`src/rtl/touch_hold_controller.sv`:
```
// touch_hold_controller: turns a held touch into a colour-step request for one screen quadrant.
// Latency: quadrant registered 1 cycle after Coord_En; Change_Pulse 1 cycle after the HOLD_MS-th ms tick.
// Backpressure: none; Change_Pulse is a fire-and-forget strobe, the consumer must take it that cycle.
//
// Ports:
//   Clock, Resetn              - rising-edge clock, asynchronous active-low reset
//   Touch_En                   - touch present (level)
//   Coord_En, X_Coord, Y_Coord - coordinate strobe; only bit 11 of each coordinate selects the quadrant
//   Active_Quad, Quad_Valid    - currently held quadrant {Y[11], X[11]} and its qualifier
//   Change_Pulse, Change_Quad  - one-cycle step request and the quadrant it addresses
//   Hold_BCD                   - elapsed hold time in ms as four BCD digits, saturating at 9999
//
// Optional feature: define TOUCH_HOLD_REPEAT_EN to re-fire every HOLD_MS ms while the same quadrant
// stays held. Without it the controller locks after the first fire until the quadrant changes or the
// touch is released.
module touch_hold_controller #(
    parameter int CLK_PER_MS = 50000,
    parameter int HOLD_MS    = 1000
) (
    input  logic        Clock,
    input  logic        Resetn,
    input  logic        Touch_En,
    input  logic        Coord_En,
    input  logic [11:0] X_Coord,
    input  logic [11:0] Y_Coord,
    output logic [1:0]  Active_Quad,
    output logic        Quad_Valid,
    output logic        Change_Pulse,
    output logic [1:0]  Change_Quad,
    output logic [15:0] Hold_BCD
);

    // The ms counter has to be able to hold the value HOLD_MS itself, hence the +1.
    localparam int PS_W = (CLK_PER_MS > 1) ? $clog2(CLK_PER_MS) : 1;
    localparam int MS_W = $clog2(HOLD_MS + 1);

    localparam logic [31:0] PS_LAST   = CLK_PER_MS - 1;
    localparam logic [31:0] HOLD_MS_U = HOLD_MS;

    typedef enum logic [1:0] {
        IDLE   = 2'd0,
        ARMED  = 2'd1,
        HOLD   = 2'd2,
        LOCKED = 2'd3
    } state_t;

    state_t            state;
    logic [PS_W-1:0]   presc;
    logic [MS_W-1:0]   ms_cnt;

    logic [1:0]        new_quad;
    logic              ms_tick;
    logic              ms_hit;
    logic              enter_hold;
    logic              unused_coord_bits;

    assign new_quad = {Y_Coord[11], X_Coord[11]};

    // Low coordinate bits carry sub-quadrant position we have no use for.
    assign unused_coord_bits = ^{X_Coord[10:0], Y_Coord[10:0]};

    assign ms_tick = (32'(presc) == PS_LAST);

    // Full-width compare against the value the counter is about to take on this tick.
    assign ms_hit = ((32'(ms_cnt) + 32'd1) == HOLD_MS_U);

    // A strobe starts (or restarts) a hold unless it only repeats the quadrant already being held.
    assign enter_hold = Coord_En &&
                        ((state == IDLE) || (state == ARMED) || (new_quad != Active_Quad));

    // BCD increment with ripple carry; parks at 9999 instead of wrapping.
    function automatic logic [15:0] bcd_inc(input logic [15:0] v);
        logic [15:0] r;
        logic        carry;
        r     = v;
        carry = 1'b1;
        if (v != 16'h9999) begin
            for (int i = 0; i < 4; i++) begin
                if (carry) begin
                    if (v[i*4 +: 4] == 4'd9) begin
                        r[i*4 +: 4] = 4'd0;
                    end else begin
                        r[i*4 +: 4] = v[i*4 +: 4] + 4'd1;
                        carry       = 1'b0;
                    end
                end
            end
        end
        return r;
    endfunction

    always_ff @(posedge Clock or negedge Resetn) begin
        if (!Resetn) begin
            state        <= IDLE;
            presc        <= '0;
            ms_cnt       <= '0;
            Active_Quad  <= 2'd0;
            Quad_Valid   <= 1'b0;
            Change_Pulse <= 1'b0;
            Change_Quad  <= 2'd0;
            Hold_BCD     <= 16'h0000;
        end else begin
            Change_Pulse <= 1'b0;
            if (!Touch_En) begin
                // Release wins over everything, including a fire due this cycle.
                state      <= IDLE;
                Quad_Valid <= 1'b0;
                Hold_BCD   <= 16'h0000;
                presc      <= '0;
                ms_cnt     <= '0;
            end else if (enter_hold) begin
                // A quadrant change wins over a coincident tick: counting restarts from zero.
                state       <= HOLD;
                Active_Quad <= new_quad;
                Quad_Valid  <= 1'b1;
                presc       <= '0;
                ms_cnt      <= '0;
                Hold_BCD    <= 16'h0000;
            end else begin
                case (state)
                    IDLE:  state <= ARMED;
                    ARMED: state <= ARMED;
                    HOLD, LOCKED: begin
                        if (ms_tick) begin
                            presc    <= '0;
                            Hold_BCD <= bcd_inc(Hold_BCD);
                            // LOCKED keeps the display running but the fire counter is frozen.
                            if (state == HOLD) begin
                                if (ms_hit) begin
                                    Change_Pulse <= 1'b1;
                                    Change_Quad  <= Active_Quad;
`ifdef TOUCH_HOLD_REPEAT_EN
                                    ms_cnt       <= '0;
`else
                                    ms_cnt       <= ms_cnt + 1'b1;
                                    state        <= LOCKED;
`endif
                                end else begin
                                    ms_cnt <= ms_cnt + 1'b1;
                                end
                            end
                        end else begin
                            presc <= presc + 1'b1;
                        end
                    end
                    default: state <= IDLE;
                endcase
            end
        end
    end

endmodule

```
`config.mk`:
```
export PLATFORM = sky130hd
export DESIGN_NAME = touch_hold_controller
export DESIGN_NICKNAME = d
export VERILOG_FILES = /design/src/rtl/touch_hold_controller.sv
export SDC_FILE = /design/constraint.sdc
export NUM_CORES = 1
export LEC_CHECK = 0
export ABC_AREA = 0
export BUFFER_PORTS_ARGS = -buffer_cell sky130_fd_sc_hd__buf_2
export CORE_MARGIN = 10
export CORE_UTILIZATION = 50
export CTS_CLUSTER_SIZE = 8
export DETAILED_ROUTE_END_ITERATION = 8
export PLACE_DENSITY = 0.75
export SYNTH_ARGS = -nofsm -noshare
export SYNTH_HDL_FRONTEND = slang
export SYNTH_SLANG_ARGS = --single-unit
```
`constraint.sdc`:
```
create_clock -name Clock -period 1.8 [get_ports Clock]
set_input_delay 0.18 -clock Clock [delete_from_list [all_inputs] [get_ports Clock]]
set_output_delay 0.18 -clock Clock [all_outputs]
set_load 0.005 [all_outputs]
```
# [Word level (Yosys, flattened, before mapping)]
# Index checks and enable logic that the tools add are counted.
[totals] elab_cells=110 register_bits=50 in_bits=28 out_inout_bits=22
[classes] eq_ne=22 mux=55 bitwise=1 reduce_logical=14 n_addsub=7
[ops] op="16-bit two-way mux" count=9
[ops] op="10-bit two-way mux" count=5
[ops] op="1-bit two-way mux" count=28
[ops] op="4-bit two-way mux" count=7
[ops] op="3-bit by 1-bit != test with 1-bit output (second input constant)" count=7
[ops] op="16-bit by 1-bit adder with 16-bit output (second input constant)" count=1
[ops] op="4-bit by 1-bit adder with 4-bit output (second input constant)" count=4
[ops] op="16-bit equality test (second input constant)" count=1
[ops] op="4-bit equality test (second input constant)" count=4
[ops] op="16-bit != test (second input constant)" count=1
[ops] op="4-bit != test (second input constant)" count=3
[ops] op="4-bit AND reduction" count=3
[ops] op="10-bit by 1-bit adder with 11-bit output (second input constant)" count=1
[ops] op="11-bit by 10-bit equality test with 1-bit output (second input constant)" count=1
[ops] op="10-bit by 1-bit adder with 10-bit output (second input constant)" count=1
[ops] op="2-bit two-way mux" count=5
[ops] op="3-bit AND reduction" count=3
[ops] op="6-bit AND reduction" count=1
[ops] op="2-bit equality test (second input constant)" count=2
[ops] op="2-bit case mux with 2 select lines" count=1
[ops] op="2-bit OR reduction" count=2
[ops] op="2-bit by 1-bit equality test with 1-bit output (second input constant)" count=1
[ops] op="2-bit zero test" count=1
[ops] op="1-bit logical OR" count=2
[ops] op="5 further kinds" count=5

# [Depth between registers and ports, before layout]
# Gate-level depths: netlist of the first run.
[depth] ltp_word=25 depth_mapped=9 depth_no_buf=7

# [Least setup slack after synthesis of the first run]
# Ideal clock, no wire load.
[synth_path] kind="reg2reg" startpoint="reg ms_cnt[0]" endpoint="reg Change_Quad[0]" setup_time_ns=0.125 path_slack_ns=-0.016 path_stages_with_launch=7 n_path_buf=0 synth_period_minus_slack_ns=1.816 arrival_ns=1.691 required_ns=1.675 path_cell_list="dfrtp_1 -> ha_1 -> and2_1 -> nand4b_1 -> a311oi_1 -> o2111ai_1 -> mux2_2"
[synth_via] elab_chain_cells=3
[synth_lines] element="start, declared" line="49" source="logic [MS_W-1:0] ms_cnt;"
[synth_lines] element="start signal, assigned" line="135" source="ms_cnt <= ms_cnt + 1'b1;"
[synth_lines] element="start signal, assigned" line="139" source="ms_cnt <= ms_cnt + 1'b1;"
[synth_lines] element="10-bit by 1-bit adder with 11-bit output" line="65" source="assign ms_hit = ((32'(ms_cnt) + 32'd1) == HOLD_MS_U);"
[synth_lines] element="11-bit by 10-bit equality test with 1-bit output" line="65"
[synth_lines] element="6-bit AND reduction (no source line)"
[synth_lines] element="end signal, assigned" line="131" source="Change_Quad <= Active_Quad;"
[synth_lines] element="end, declared" line="29" source="output logic [1:0] Change_Quad,"
# Every way passes these cells.
# A chain may end at the register's enable or synchronous reset.

# [Final worst setup path of the first run]
[layout_path] startpoint="reg ms_cnt[1]" endpoint="reg Change_Quad[1]"
# The elaborated chain is that of the path after synthesis.

==> results.toml, run 1 <==
[run_status]
outcome = "finished with violations"
violations = "setup timing"

[synth]
synth_area_sq_mm = 0.00284
synth_commonest_cells = "dfrtp_1, nor2_1, nand2_1, nand3_1, xnor2_1"
ys_ff_latch = 50
synth_area_leaders = "dfrtp_1, ha_1, nor2_1"
synth_top_family_by_area = "simple AND/OR/NAND/NOR gates"
synthAdderAreaFrac_pct = 4.85
yosys_warnings = 0
synth_area_leader_cell = "dfrtp_1"
synth_edf_count = 0
yosys.cell_types.count = 45
yosys.area_share.simple_pct = 30.0
synth_flop_cell = "dfrtp_1"
syn_inst = 298
synth-xor-area-share_pct = 7.72
async_reset_ff_share_pct = 100
synth_most_common_cell = "dfrtp_1"
synth_top_area_share_pct = 44.1
seq_area_frac_synth_pct = 44.1
synth_nets = 337
synth_compound_area_share_pct = 7.72
postSynthAreaPerCell_sq_um = 9.51
synthMuxAreaShare_pct = 2.29

[clocking]
cts_tree = "built"
cts_sinks = 50
root_buffer = "clkbuf_8"
path_clk_slew_ns = 0.09
insertion_delay_ns = 0.31
h-tree-depth = 2
cts_buffers = 5
cts.path.max_buffers = 2

[global_route]
grt-ovfl-total = 0
grt_pass1_vias = 2445
grt_pass1_wl_um = 11100
antenna_found_initial = 0
grt_max_degree = 34
gr-usage-all-layers_pct = 15.0

[pwr]
power.density_mw_per_mm2 = 543
total_power_mw = 2.07
p_leak_nw = 1.72
peakVddDrop_mv = 0.389

[drt]
wl_per_cell_um = 14.8
dr_total_vias = 2450
drtIter0Drc = 76
viasPerCell = 5.38
drc = 0
wl_um = 6720
dr.pass1.iters = 4
ant_nets = 0

[floorplanning]
die_area_sq_mm = 0.00908
die_h_um = 95.3
fp.coreArea_sq_mm = 0.00551
initial_core_util_pct = 51.5
num_rows = 27
ioPinCount = 50
die_w_um = 95.3

[setup_path]
crit_path_start_kind = "register"
r2r_end = "Change_Quad[1]$_DFFE_PN0P_"
path_buf_inv = 0
endpoint = "Change_Quad[1]$_DFFE_PN0P_"
slowest_stage = "dfrtp_1"
worst-path-stages = 6
endpoint_kind = "register"
slowest_delay_ns = 0.36
rrSetupSlack_ns = -0.06
rr_worst_depth = 6
path_class = "reg -> reg"
r2r-start = "ms_cnt[1]$_DFFE_PN0P_"
crit_chain = "ha_2 > and2_4 > nand4b_1 > a311oi_2 > o2111ai_2 > mux2_4"
path_max_fanout = 3
startpoint = "ms_cnt[1]$_DFFE_PN0P_"
crit_required_ns = 2.00
critPathArrivalTime_ns = 2.06
cp_top_family = "compound AO/OA/AOI/OAI gates"

[place]
globalplace.congestion = 0.814
numPortBuffers = 27
hpwl_um = 4730

[timing]
rsz0062_at_grt = "true"
setup_tns_ns = -0.143
final.min_clock_period_ns = 1.86
hold_violations = 0
slew_headroom_pct = 66.0
maxSlewViolCount = 0
setup_violations = 3
tightest_slew_ns = 0.510
setup_ws_ns = -0.0596
clock_skew_ns = 0.00902
fin_crit_sh_pct = 103
timing.fmax_mhz = 538

[layout]
diodes = 0
nFillCells = 422
area_delta_synth_final_pct = 34.3
drive_gt1_share_pct = 38.1
nets = 421

[min_path]
hold_path_class = "in -> reg"

[job]
cap_violations = 0
-- worst min path at each step --
| stage | start | endpoint | depth (start not counted) |
|---|---|---|---|
| 4_1_cts | Y_Coord[11] | Active_Quad[1]$_DFFE_PN0P_ | 2 |
| 2_1_floorplan | Resetn | Active_Quad[0]$_DFFE_PN0P_ | 0 |
| 5_1_grt | X_Coord[11] | Active_Quad[0]$_DFFE_PN0P_ | 2 |
| 3_3_place_gp | Resetn | Hold_BCD[13]$_DFFE_PN0P_ | 1 |
| 6_report | Y_Coord[11] | Active_Quad[1]$_DFFE_PN0P_ | 2 |
| 3_5_place_dp | Resetn | Hold_BCD[15]$_DFFE_PN0P_ | 1 |
-- per-layer routing --
metal	vias up	global-route usage [%]	wire, um
met5	-	0	0
met1	1179	18.6	3020
met4	0	5.36	94
met2	41	24.9	3270
li1	1221	-	-
met3	9	3.69	328
-- cells by family after synthesis --
kind of cell	count (synthesis)
AOI/OAI and AO/OA	36
xor gates and xnor gates	25
adders and majority gates	11
buffers and inverters	21
DFF	50
muxes	6
and+or+nand+nor	149
-- cell type report --
class,instances,area (sq um),area share (%)
multi-input combinational,227,1690,44.4
clock buffer,8,110,2.89
sequential,50,1250,32.9
tap,72,90.1,2.37
inverter,9,33.8,0.887
timing repair buffer,89,631,16.6
-- layout by cell type, fill, tap and decap left out, types with 4 or more instances in the layout --
master    instances
o21ai_0           8
a21oi_2           5
dfrtp_1          50
nand2_1          26
a21oi_1           6
nor2_1           31
xor2_1           12
inv_1             9
nand3_1          16
or3_1             6
buf_4            57
xnor2_1          13
nand4_1          12
clkbuf_8          8
buf_2            27
ha_1              9
and4_1            4
-- through the flow --
stage                     utilization, %  setup slack (ns)  hold slack [ns]  instances  cell area, sq um
final                               69.1           -0.0596            0.124        455              3810
after global routing                69.1            -0.156            0.129        455              3810
after CTS                           66.2           -0.0533            0.119        452              3650
after detailed placement            62.3            -0.177            0.143        440              3430
after global placement              62.3           -0.0873            0.144        440              3430
after floorplan                        -           0.00487           -0.116        298              2840
-- where the power goes --
part           switching [mW]  internal [mW]
clock                   0.364          0.388
sequential             0.0138           1.14
combinational          0.0995         0.0635
total                   0.477           1.59
-- state kept, by name, summed over array words and instances (netlist names) --
signal and cells:
Active_Quad 2, Change_Pulse 1, Change_Quad 2, Hold_BCD 16
Quad_Valid 1, ms_cnt 10, presc 16, state 2
-- repair_timing --
item / CTS / global route
buffers inserted: 3 / 4
pin swaps: 5 / 25
setup endpoints to repair: 16 / 29
hold endpoints to repair: 17 / 0
hold buffers: 1 / 0
resized for setup: 17 / 34
-- worst reg2reg max path: stages (launching register included) --
cell and delay [ns]:
dfrtp_1 0.36, ha_2 0.21, and2_4 0.16, nand4b_1 0.11, a311oi_2 0.34, o2111ai_2 0.23
mux2_4 0.34
Power figures use the tool's default switching activity.
==> run 2, diff against run 1 <==
- PLACE_DENSITY: 0.75 -> 0.82
==> results.toml, run 2 (synthesis gave the netlist of run 1 again) <==
[run_status]
outcome = "finished with violations"
violations = "setup timing"

[setup_path]
path_max_fanout = 4
crit_required_ns = 1.99
path_class = "reg -> reg"
endpoint_kind = "register"
critPathArrivalTime_ns = 2.10
crit_path_start_kind = "register"

[floorplanning]
die_h_um = 95.3
die_w_um = 95.3
initial_core_util_pct = 51.5
fp.coreArea_sq_mm = 0.00551
ioPinCount = 50
num_rows = 27
die_area_sq_mm = 0.00908

[drt]
ant_nets = 0
viasPerCell = 5.63
dr.pass1.iters = 4
wl_um = 7320
drtIter0Drc = 128
wl_per_cell_um = 16.4
drc = 0
dr_total_vias = 2504

[job]
cap_violations = 0

[clocking]
cts_buffers = 5
path_clk_slew_ns = 0.09
h-tree-depth = 2
cts_tree = "built"
root_buffer = "clkbuf_8"
insertion_delay_ns = 0.31
cts_sinks = 50
cts.path.max_buffers = 2

[place]
hpwl_um = 5090
globalplace.congestion = 0.849
placed_area_sq_mm = 0.00335
numPortBuffers = 27

[pwr]
p_leak_nw = 1.65
peakVddDrop_mv = 0.461
power.density_mw_per_mm2 = 535
total_power_mw = 2.00

[global_route]
grt_pass1_wl_um = 12000
grt_max_degree = 31
antenna_found_initial = 0
grt_pass1_vias = 2603
gr-usage-all-layers_pct = 16.1
grt-ovfl-total = 0

[timing]
setup_violations = 3
holdWs_ns = 0.135
final.min_clock_period_ns = 1.91
rsz0062_at_grt = "true"
setup_ws_ns = -0.111
clock_skew_ns = 0.0108
timing.fmax_mhz = 523
tightest_slew_ns = 0.550
maxSlewViolCount = 0
setup_tns_ns = -0.262
slew_headroom_pct = 63.3
fin_crit_sh_pct = 106
hold_violations = 0

[layout]
fin_area_sq_mm = 0.00374
nFillCells = 401
nets = 411
diodes = 0
drive_gt1_share_pct = 37.0
mostFrequentLayoutCell = "dfrtp_1"
area_delta_synth_final_pct = 32.0
final_cell_mix = "dfrtp_1, buf_4, nor2_1, nand2_1, buf_2"
reg_top3 = "Hold_BCD x16, presc x16, ms_cnt x10"

[min_path]
hold_path_class = "in -> reg"
-- run 2: cell count changes in the layout (fill, tap and decap cells not counted), moves of 2 or more --
| cell | previous run | this run |
|---|---|---|
| buf_4 | 57 | 48 |
| clkbuf_8 | 8 | 6 |
| ha_4 | 0 | 2 |
| nor3_1 | 1 | 3 |
| nor3_2 | 3 | 1 |
| or3_1 | 6 | 4 |
| or3_4 | 2 | 4 |
-- run 2: worst paths after layout --
check | start | endpoint | slack (ns) | cells after the start
max in group asynchronous | Resetn | Change_Quad[1]$_DFFE_PN0P_ | 0.86 | 3
min | Coord_En | state[1]$_DFFE_PN0P_ | 0.14 | 2
min in group asynchronous | Resetn | Hold_BCD[14]$_DFFE_PN0P_ | 0.38 | 2
max reg2reg | ms_cnt[0]$_DFFE_PN0P_ | Change_Quad[0]$_DFFE_PN0P_ | -0.11 | 6
max | ms_cnt[0]$_DFFE_PN0P_ | Change_Quad[0]$_DFFE_PN0P_ | -0.11 | 6
min reg2reg | Quad_Valid$_DFFE_PN0N_ | Quad_Valid$_DFFE_PN0N_ | 0.50 | 1
-- run 2: worst max-delay path, stage by stage, from the launching register on --
cell	delay, ns
dfrtp_1	0.41
ha_4	0.18
and2_4	0.16
nand4b_1	0.12
a311oi_2	0.40
o2111ai_2	0.22
mux2_2	0.31
-- run 2: power breakdown --
group | switching [mW] | total [mW] | internal, mW
sequential | 0.0151 | 1.15 | 1.14
combinational | 0.100 | 0.165 | 0.0645
clock | 0.372 | 0.683 | 0.311
-- run 2: area by class of cell --
cell class,instances,area [sq um],area share [%]
multi-input combinational,227,1720,46.1
inverter,9,33.8,0.903
clock inverter,1,5.00,0.134
sequential,50,1250,33.4
clock buffer,7,86.3,2.31
tap,72,90.1,2.41
timing repair buffer,79,552,14.7
-- run 2: per-stage QoR --
stage / instances / setup WS [ns] / utilization [%]
after CTS: 439 / -0.114 / 64.0
after detailed placement: 429 / -0.197 / 60.8
after global placement: 429 / -0.111 / 60.8
after floorplan: 298 / 0.00487 / -
after global routing: 445 / -0.177 / 68.0
final: 445 / -0.111 / 68.0
-- run 2: layer usage --
metal | part of all wire [%] | wire, um | GRT usage (%) | vias up
met5 | 0 | 0 | 0 | -
met3 | 5.4 | 393 | 3.30 | 8
met2 | 52 | 3830 | 28.4 | 67
met4 | 1.0 | 76 | 5.36 | 0
li1 | - | - | - | 1208
met1 | 41 | 3010 | 19.2 | 1221
-- run 2: timing repair --
item,CTS,global route
pin swaps,8,18
hold buffers,1,0
gates resized for setup,19,38
endpoints found under the setup margin,22,31
buffers inserted,1,7
hold endpoints to repair,20,0
